File: src/rtl/serial_add_sub.sv
// serial_add_sub: digit-serial adder/subtractor, LSB-first, DIGIT bits per cycle with a registered carry.
//   Parameters: WIDTH (operand width, >= 2), DIGIT (bits per cycle, must divide WIDTH).
//   Ports:
//     clk, rst_n             clock and asynchronous active-low reset
//     in_valid/in_ready      operand handshake; a, b, mode captured on accept (mode 0 = a+b, 1 = a-b)
//     out_valid/out_ready    result handshake
//     result                 sum or difference (wraps, or saturates when SERIAL_ADD_SUB_SAT_EN is defined)
//     carry_borrow           add: carry out of the MSB; subtract: borrow (a < b unsigned)
//     overflow               two's-complement signed overflow
//   Build option: define SERIAL_ADD_SUB_SAT_EN to saturate result on unsigned out-of-range.
module serial_add_sub #(
    parameter int WIDTH = 8,
    parameter int DIGIT = 1
) (
    input  logic             clk,
    input  logic             rst_n,
    input  logic             in_valid,
    output logic             in_ready,
    input  logic [WIDTH-1:0] a,
    input  logic [WIDTH-1:0] b,
    input  logic             mode,
    output logic             out_valid,
    input  logic             out_ready,
    output logic [WIDTH-1:0] result,
    output logic             carry_borrow,
    output logic             overflow
);
    localparam int N  = WIDTH / DIGIT;
    localparam int CW = (N > 1) ? $clog2(N) : 1;

    generate
        if (WIDTH < 2 || DIGIT < 1 || (WIDTH % DIGIT) != 0) begin : g_bad_params
            $error("serial_add_sub: WIDTH must be >= 2 and a multiple of DIGIT");
        end
    endgenerate

    typedef enum logic [1:0] {IDLE, RUN, DONE} state_t;

    state_t            state_q, state_d;
    logic [WIDTH-1:0]  a_sh_q, a_sh_d, b_sh_q, b_sh_d, res_sh_q, res_sh_d, result_q, result_d;
    logic              mode_q, mode_d, carry_q, carry_d, cb_q, cb_d, ovf_q, ovf_d;
    logic [CW-1:0]     cnt_q, cnt_d;
    logic [DIGIT:0]    dsum;
    logic              cin_msb, last;

    always_comb begin
        dsum     = {1'b0, a_sh_q[DIGIT-1:0]} + {1'b0, b_sh_q[DIGIT-1:0]} + {{DIGIT{1'b0}}, carry_q};
        // carry into the digit's top bit, recovered from its sum bit
        cin_msb  = a_sh_q[DIGIT-1] ^ b_sh_q[DIGIT-1] ^ dsum[DIGIT-1];
        last     = cnt_q == CW'(N - 1);
        state_d  = state_q;
        a_sh_d   = a_sh_q;
        b_sh_d   = b_sh_q;
        res_sh_d = res_sh_q;
        mode_d   = mode_q;
        carry_d  = carry_q;
        cnt_d    = cnt_q;
        result_d = result_q;
        cb_d     = cb_q;
        ovf_d    = ovf_q;
        case (state_q)
            IDLE: if (in_valid) begin
                state_d  = RUN;
                a_sh_d   = a;
                b_sh_d   = b ^ {WIDTH{mode}};
                mode_d   = mode;
                carry_d  = mode;
                cnt_d    = '0;
                res_sh_d = '0;
            end
            RUN: begin
                a_sh_d   = a_sh_q >> DIGIT;
                b_sh_d   = b_sh_q >> DIGIT;
                carry_d  = dsum[DIGIT];
                res_sh_d = WIDTH'({dsum[DIGIT-1:0], res_sh_q} >> DIGIT);
                cnt_d    = cnt_q + CW'(1);
                if (last) begin
                    state_d  = DONE;
                    cb_d     = dsum[DIGIT] ^ mode_q;
                    ovf_d    = cin_msb ^ dsum[DIGIT];
`ifdef SERIAL_ADD_SUB_SAT_EN
                    result_d = cb_d ? (mode_q ? '0 : '1) : res_sh_d;
`else
                    result_d = res_sh_d;
`endif
                end
            end
            DONE: if (out_ready) state_d = IDLE;
            default: state_d = IDLE;
        endcase
    end

    always_ff @(posedge clk or negedge rst_n) begin
        if (!rst_n) begin
            state_q  <= IDLE;
            a_sh_q   <= '0;
            b_sh_q   <= '0;
            res_sh_q <= '0;
            mode_q   <= 1'b0;
            carry_q  <= 1'b0;
            cnt_q    <= '0;
            result_q <= '0;
            cb_q     <= 1'b0;
            ovf_q    <= 1'b0;
        end else begin
            state_q  <= state_d;
            a_sh_q   <= a_sh_d;
            b_sh_q   <= b_sh_d;
            res_sh_q <= res_sh_d;
            mode_q   <= mode_d;
            carry_q  <= carry_d;
            cnt_q    <= cnt_d;
            result_q <= result_d;
            cb_q     <= cb_d;
            ovf_q    <= ovf_d;
        end
    end

    assign in_ready     = state_q == IDLE;
    assign out_valid    = state_q == DONE;
    assign result       = result_q;
    assign carry_borrow = cb_q;
    assign overflow     = ovf_q;
endmodule

File: config.mk
export PLATFORM = sky130hd
export DESIGN_NAME = serial_add_sub
export DESIGN_NICKNAME = d
export VERILOG_FILES = /design/src/rtl/serial_add_sub.sv
export SDC_FILE = /design/constraint.sdc
export NUM_CORES = 1
export LEC_CHECK = 0
export ABC_AREA = 1
export CAP_MARGIN = 20
export CORE_ASPECT_RATIO = 1.4
export CORE_MARGIN = 5
export CORE_UTILIZATION = 55
export CTS_CLUSTER_DIAMETER = 100
export DETAILED_ROUTE_END_ITERATION = 7
export DONT_BUFFER_PORTS = 1
export PLACE_DENSITY = 0.72
export SYNTH_ARGS = -nofsm -noshare
export SYNTH_HDL_FRONTEND = slang
export SYNTH_SLANG_ARGS = --single-unit
File: constraint.sdc
create_clock -name clk -period 1.5 [get_ports clk]
set_input_delay 0.075 -clock clk [delete_from_list [all_inputs] [get_ports clk]]
set_output_delay 0.075 -clock clk [all_outputs]
set_load 0.03 [all_outputs]
==> results of run 1 <==
==> how the worst max path moves through the flow <==
stage / to / slack (ns) / cells after the start
CTS: overflow / -0.02 / 8
global route: overflow / -0.13 / 8
floorplan: carry_q / 0.02 / 5
detailed placement: overflow / -0.001 / 8
finish: overflow / -0.005 / 8
global placement: overflow / 0.08 / 8
==> cell families (layout without fill, tap and decap cells) <==
kind of cell	after synthesis	after routing	share of synthesized area, %
simple gates	79	79	17.0
flops	40	40	53.1
compound gates	39	39	14.9
buf+inv	33	53	8.49
xor+xnor	9	9	4.18
fa+ha+maj	3	3	2.39
==> power breakdown <==
group / switching, mW / internal, mW / leakage [nW]
sequential: 0.479 / 1.52 / 0.517
combinational: 1.14 / 0.754 / 0.504
clock: 0.383 / 0.492 / 0.0541
total: 2.00 / 2.77 / 1.07
==> timing repair <==
item,in CTS,in global routing
buffers inserted,0,1
endpoints found under the setup margin,1,2
pin swaps,1,0
gates resized for setup,0,2
gates cloned,0,0
hold buffers,13,0
endpoints found under the hold margin,52,0
==> layout by cell type, fill, tap and decap left out, types with 5 or more instances in the layout <==
cell and n:
nand2_1 64, dfrtp_1 39, inv_1 22, o21ai_2 17, dlygate4sd3_1 12, o21ai_0 10
xor2_1 7, nand3_1 7, buf_4 7, nor2_1 6, o22ai_1 6, clkbuf_8 5
==> registers in the layout, indices dropped and copies added (netlist names) <==
register,count
b_sh_q,8
cnt_q,3
carry_q,1
a_sh_q,8
result,8
state_q,2
res_sh_q,7
overflow,1
carry_borrow,1
mode_q,1
==> final cells by class <==
cell class | instances | area [um2]
fill | 274 | 1160
sequential | 40 | 1000
multi-input combinational | 130 | 731
timing repair buffer | 20 | 193
inverter | 25 | 98.8
clock buffer | 5 | 68.8
tap | 40 | 50.0
clock inverter | 3 | 42.5
==> metal layers <==
metal / GRT usage [%] / vias to the layer above
li1: - / 678
met1: 20.6 / 669
met2: 32.1 / 32
met3: 5.37 / 11
met4: 8.39 / 0
met5: 0 / -
==> critical path, delay by kind of cell, from the launching register on <==
family / cells / cell delay [ns]
flops: 1 / 0.44
simple gates: 6 / 0.33
fa+ha+maj: 1 / 0.57
buf+inv: 1 / 0.07
==> impl_metrics.json, run 1 <==
{
  "finalPower_mw": 4.77,
  "min_path_cells": 4,
  "instances_no_fill": 263,
  "drt_iter0_drc": 43,
  "synth_area_leaders": "dfrtp_1 (53%), nand2_1 (13%), o21ai_2 (7.9%)",
  "grt_pass1_vias": 1505,
  "fin_crit_sh_pct": 100,
  "insertion_delay_ns": 0.30,
  "cts-root-buf": "clkbuf_8",
  "path_cells": "fa_1 -> nand2_1 -> inv_1 -> nor2_1 -> nand2_1 -> nand2_1 -> nand2_1 -> nand2_1",
  "path_max_fanout": 4,
  "die_y_um": 79.3,
  "cts_tree": "yes",
  "place_ws_ns": -0.00120,
  "synth_seq_cells": 40,
  "fp.dieArea_um2": 4720,
  "clock_sinks": 40,
  "r2r_setup_slack_ns": -0.005,
  "fin_hold_ws_ns": 0.0128,
  "path_clk_slew_ns": 0.08,
  "place.gp.congestion": 0.746,
  "layout_setup_ws_ns": -0.00526,
  "vias_per_cell": 5.29,
  "std_cell_rows": 25,
  "grt_start_max_net_pins": 41,
  "drt_pass1_iterations": 4,
  "ys_warn_count": 0,
  "portBuffers": 0,
  "synth_ff_type": "dfrtp_1",
  "drive_gt1_share_pct": 17.9,
  "pwr_density_cell_nw_per_um2": 2180,
  "cts_max_path_buffers": 2,
  "synth_seq_area_share_pct": 53.1,
  "drc": 0,
  "hp-start": "a[4]",
  "grt_pass1_wl_um": 6620,
  "syn_inst": 203,
  "coreArea_um2": 3350,
  "slew_headroom_pct": 66.7,
  "slew_violations": 0,
  "finalHoldViolations": 0,
  "dr_wl_met2_um": 2040,
  "dpl_cell_area_um2": 1920,
  "io_pins": 33,
  "antenna_found_initial": 0,
  "syn-num-nets": 227,
  "synth_edf_count": 0,
  "setup_viol": 1,
  "routed.top_layer": "met4",
  "crit_path_start": "a_sh_q[0]",
  "yosys-top-cells-count": "nand2_1 (64), dfrtp_1 (40), inv_1 (22), o21ai_2 (17), o21ai_0 (10)",
  "async_reset_ff_share_pct": 100,
  "required_ns": 1.69,
  "r2r_start": "a_sh_q[0]",
  "p_leak_nw": 1.07,
  "final.setup.tns_ns": -0.00526,
  "cp_slowest_cell": "fa_1",
  "num_vias": 1390,
  "area_growth_pct": 15.9,
  "grt_util_all_layers_pct": 18.6,
  "final_cell_area_um2": 2190,
  "hold_path.class": "in -> reg",
  "ir_drop_mv": 1.18,
  "violations": "negative setup slack",
  "synth_cell_types": 22,
  "reg2regPathDepth": 8,
  "htree_num_levels": 2,
  "cp-end-kind": "register",
  "syn_area_per_cell_um2": 9.29,
  "crit_type": "reg -> reg",
  "die_w_um": 59.5,
  "routedWlPerCell_um": 14.3,
  "clock_skew_ns": 0.00734,
  "min_period_ns": 1.51,
  "synth_area_leader_cell": "dfrtp_1",
  "numCtsBuffers": 5,
  "status": "finished with violations",
  "route.met3.wl_um": 171,
  "gr-total-overflow": 0,
  "diodes": 0,
  "met1_length_um": 1470,
  "whs_endpoint": "a_sh_q[4]",
  "yosysMostFrequentCell": "nand2_1",
  "fin_nets": 246,
  "wl_um": 3770,
  "synth_top_area_share_pct": 53.1,
  "max_cap_violations": 0,
  "initial_core_util_pct": 56.3,
  "worst_pin_slew_ns": 0.497,
  "max_freq_mhz": 664,
  "place_inst": 241,
  "post-route-util_pct": 65.3,
  "synth.cell_area_um2": 1890,
  "crit_path_max_incr_delay_ns": 0.57,
  "r2r-end": "overflow",
  "crit_top_cell": "nand2_1",
  "start_kind": "register",
  "cp_data_arrival_time_ns": 1.70,
  "dpl.hpwl_um": 2500,
  "rsz0062_at_grt": "true",
  "ant_nets": 0
}
Power figures use the tool's default switching activity.
==> run 2, diff against run 1 <==
- CTS_CLUSTER_SIZE: default -> 14
- SKIP_CTS_REPAIR_TIMING: default -> 1
==> impl_metrics.json, run 2 (synthesis gave the netlist of run 1 again) <==
{
  "status": "finished with violations",
  "violations": "negative hold slack, negative setup slack",
  "fin_nets": 243,
  "fin_hold_ws_ns": -0.0266,
  "slew_headroom_pct": 70.5,
  "min_period_ns": 1.52,
  "vias_per_cell": 5.21,
  "instances_no_fill": 260,
  "required_ns": 1.69,
  "grt_start_max_net_pins": 41,
  "slew_violations": 0,
  "routedWlPerCell_um": 14.4,
  "worst_pin_slew_ns": 0.441,
  "layout_setup_ws_ns": -0.0224,
  "clock_sinks": 40,
  "start_kind": "register",
  "place_ws_ns": -0.00120,
  "grt_pass1_vias": 1445,
  "mostFrequentLayoutCell": "nand2_1",
  "cts-root-buf": "clkbuf_8",
  "numCtsBuffers": 5,
  "ir_drop_mv": 1.15,
  "final_cell_area_um2": 2170,
  "p_leak_nw": 1.06,
  "fin_crit_sh_pct": 101,
  "max_freq_mhz": 657,
  "max_cap_violations": 0,
  "path_max_fanout": 3,
  "hold_path.class": "in -> reg",
  "die_y_um": 79.3,
  "diodes": 0,
  "crit_type": "reg -> reg",
  "io_pins": 33,
  "coreArea_um2": 3350,
  "final_cell_mix": "nand2_1 (64), dfrtp_1 (39), inv_1 (22), o21ai_2 (17)",
  "setup_viol": 1,
  "rsz0062_at_grt": "true",
  "dpl.hpwl_um": 2500,
  "initial_core_util_pct": 56.3,
  "insertion_delay_ns": 0.30,
  "drt_pass1_iterations": 4,
  "drive_gt1_share_pct": 17.7,
  "antenna_found_initial": 0,
  "wl_um": 3730,
  "path_clk_slew_ns": 0.08,
  "final.setup.tns_ns": -0.0224,
  "cp_data_arrival_time_ns": 1.72,
  "finalHoldViolations": 2,
  "grt_pass1_wl_um": 6310,
  "die_w_um": 59.5,
  "place_inst": 241,
  "dpl_cell_area_um2": 1920,
  "std_cell_rows": 25,
  "fp.dieArea_um2": 4720,
  "cts_tree": "yes",
  "cts_max_path_buffers": 2,
  "pwr_density_cell_nw_per_um2": 2190,
  "htree_num_levels": 2,
  "ant_nets": 0,
  "cp-end-kind": "register",
  "finalPower_mw": 4.74,
  "drt_iter0_drc": 72,
  "grt_util_all_layers_pct": 17.8,
  "portBuffers": 0,
  "gr-total-overflow": 0,
  "drc": 0,
  "clock_skew_ns": 0.00806,
  "num_vias": 1355,
  "area_growth_pct": 14.9,
  "place.gp.congestion": 0.746
}
-- run 2: worst paths after layout --
kind,startpoint,end,slack [ns],depth (start not counted)
max,carry_q,overflow,-0.02,8
min,b[1],b_sh_q[1],-0.03,3
max reg2reg,carry_q,overflow,-0.02,8
min reg2reg,b_sh_q[4],b_sh_q[4],0.50,2
max in group asynchronous,rst_n,a_sh_q[0],1.02,2
min in group asynchronous,rst_n,result[2],0.27,2
-- run 2: area by class of cell --
cell class	instances	area [um2]
fillers	279	1180
flip-flops and latches	40	1000
multi-input cells	130	731
repair buffers	17	173
inverters	25	98.8
clock buffers	5	68.8
well taps	40	50.0
clock inverters	3	42.5
-- run 2: routing by layer --
metal / global-route usage (%) / up-vias / share of wire [%]
li1: - / 672 / -
met1: 19.0 / 646 / 39
met2: 30.9 / 30 / 55
met3: 5.53 / 7 / 4.6
met4: 8.39 / 0 / 1.3
met5: 0 / - / 0
-- run 2: where the power goes --
group / total (mW) / leakage [nW] / switching (mW) / internal [mW]
clock network: 0.874 / 0.0541 / 0.382 / 0.492
registers: 2.00 / 0.517 / 0.476 / 1.52
logic: 1.87 / 0.494 / 1.13 / 0.737
-- run 2: metrics by stage --
stage	hold slack, ns	utilization [%]
after floorplan	-0.221	-
after global placement	-0.220	57.3
after detailed placement	-0.220	57.3
after CTS	-0.551	60.7
after global routing	0.00480	64.7
final	-0.0266	64.7
-- run 2: critical path, cell delays in order, from the launching register on --
cell and delay [ns]:
dfrtp_1 0.42, fa_1 0.60, nand2_1 0.09, inv_1 0.07
nor2_1 0.04, nand2_1 0.05, nand2_1 0.05, nand2_1 0.05
nand2_1 0.05
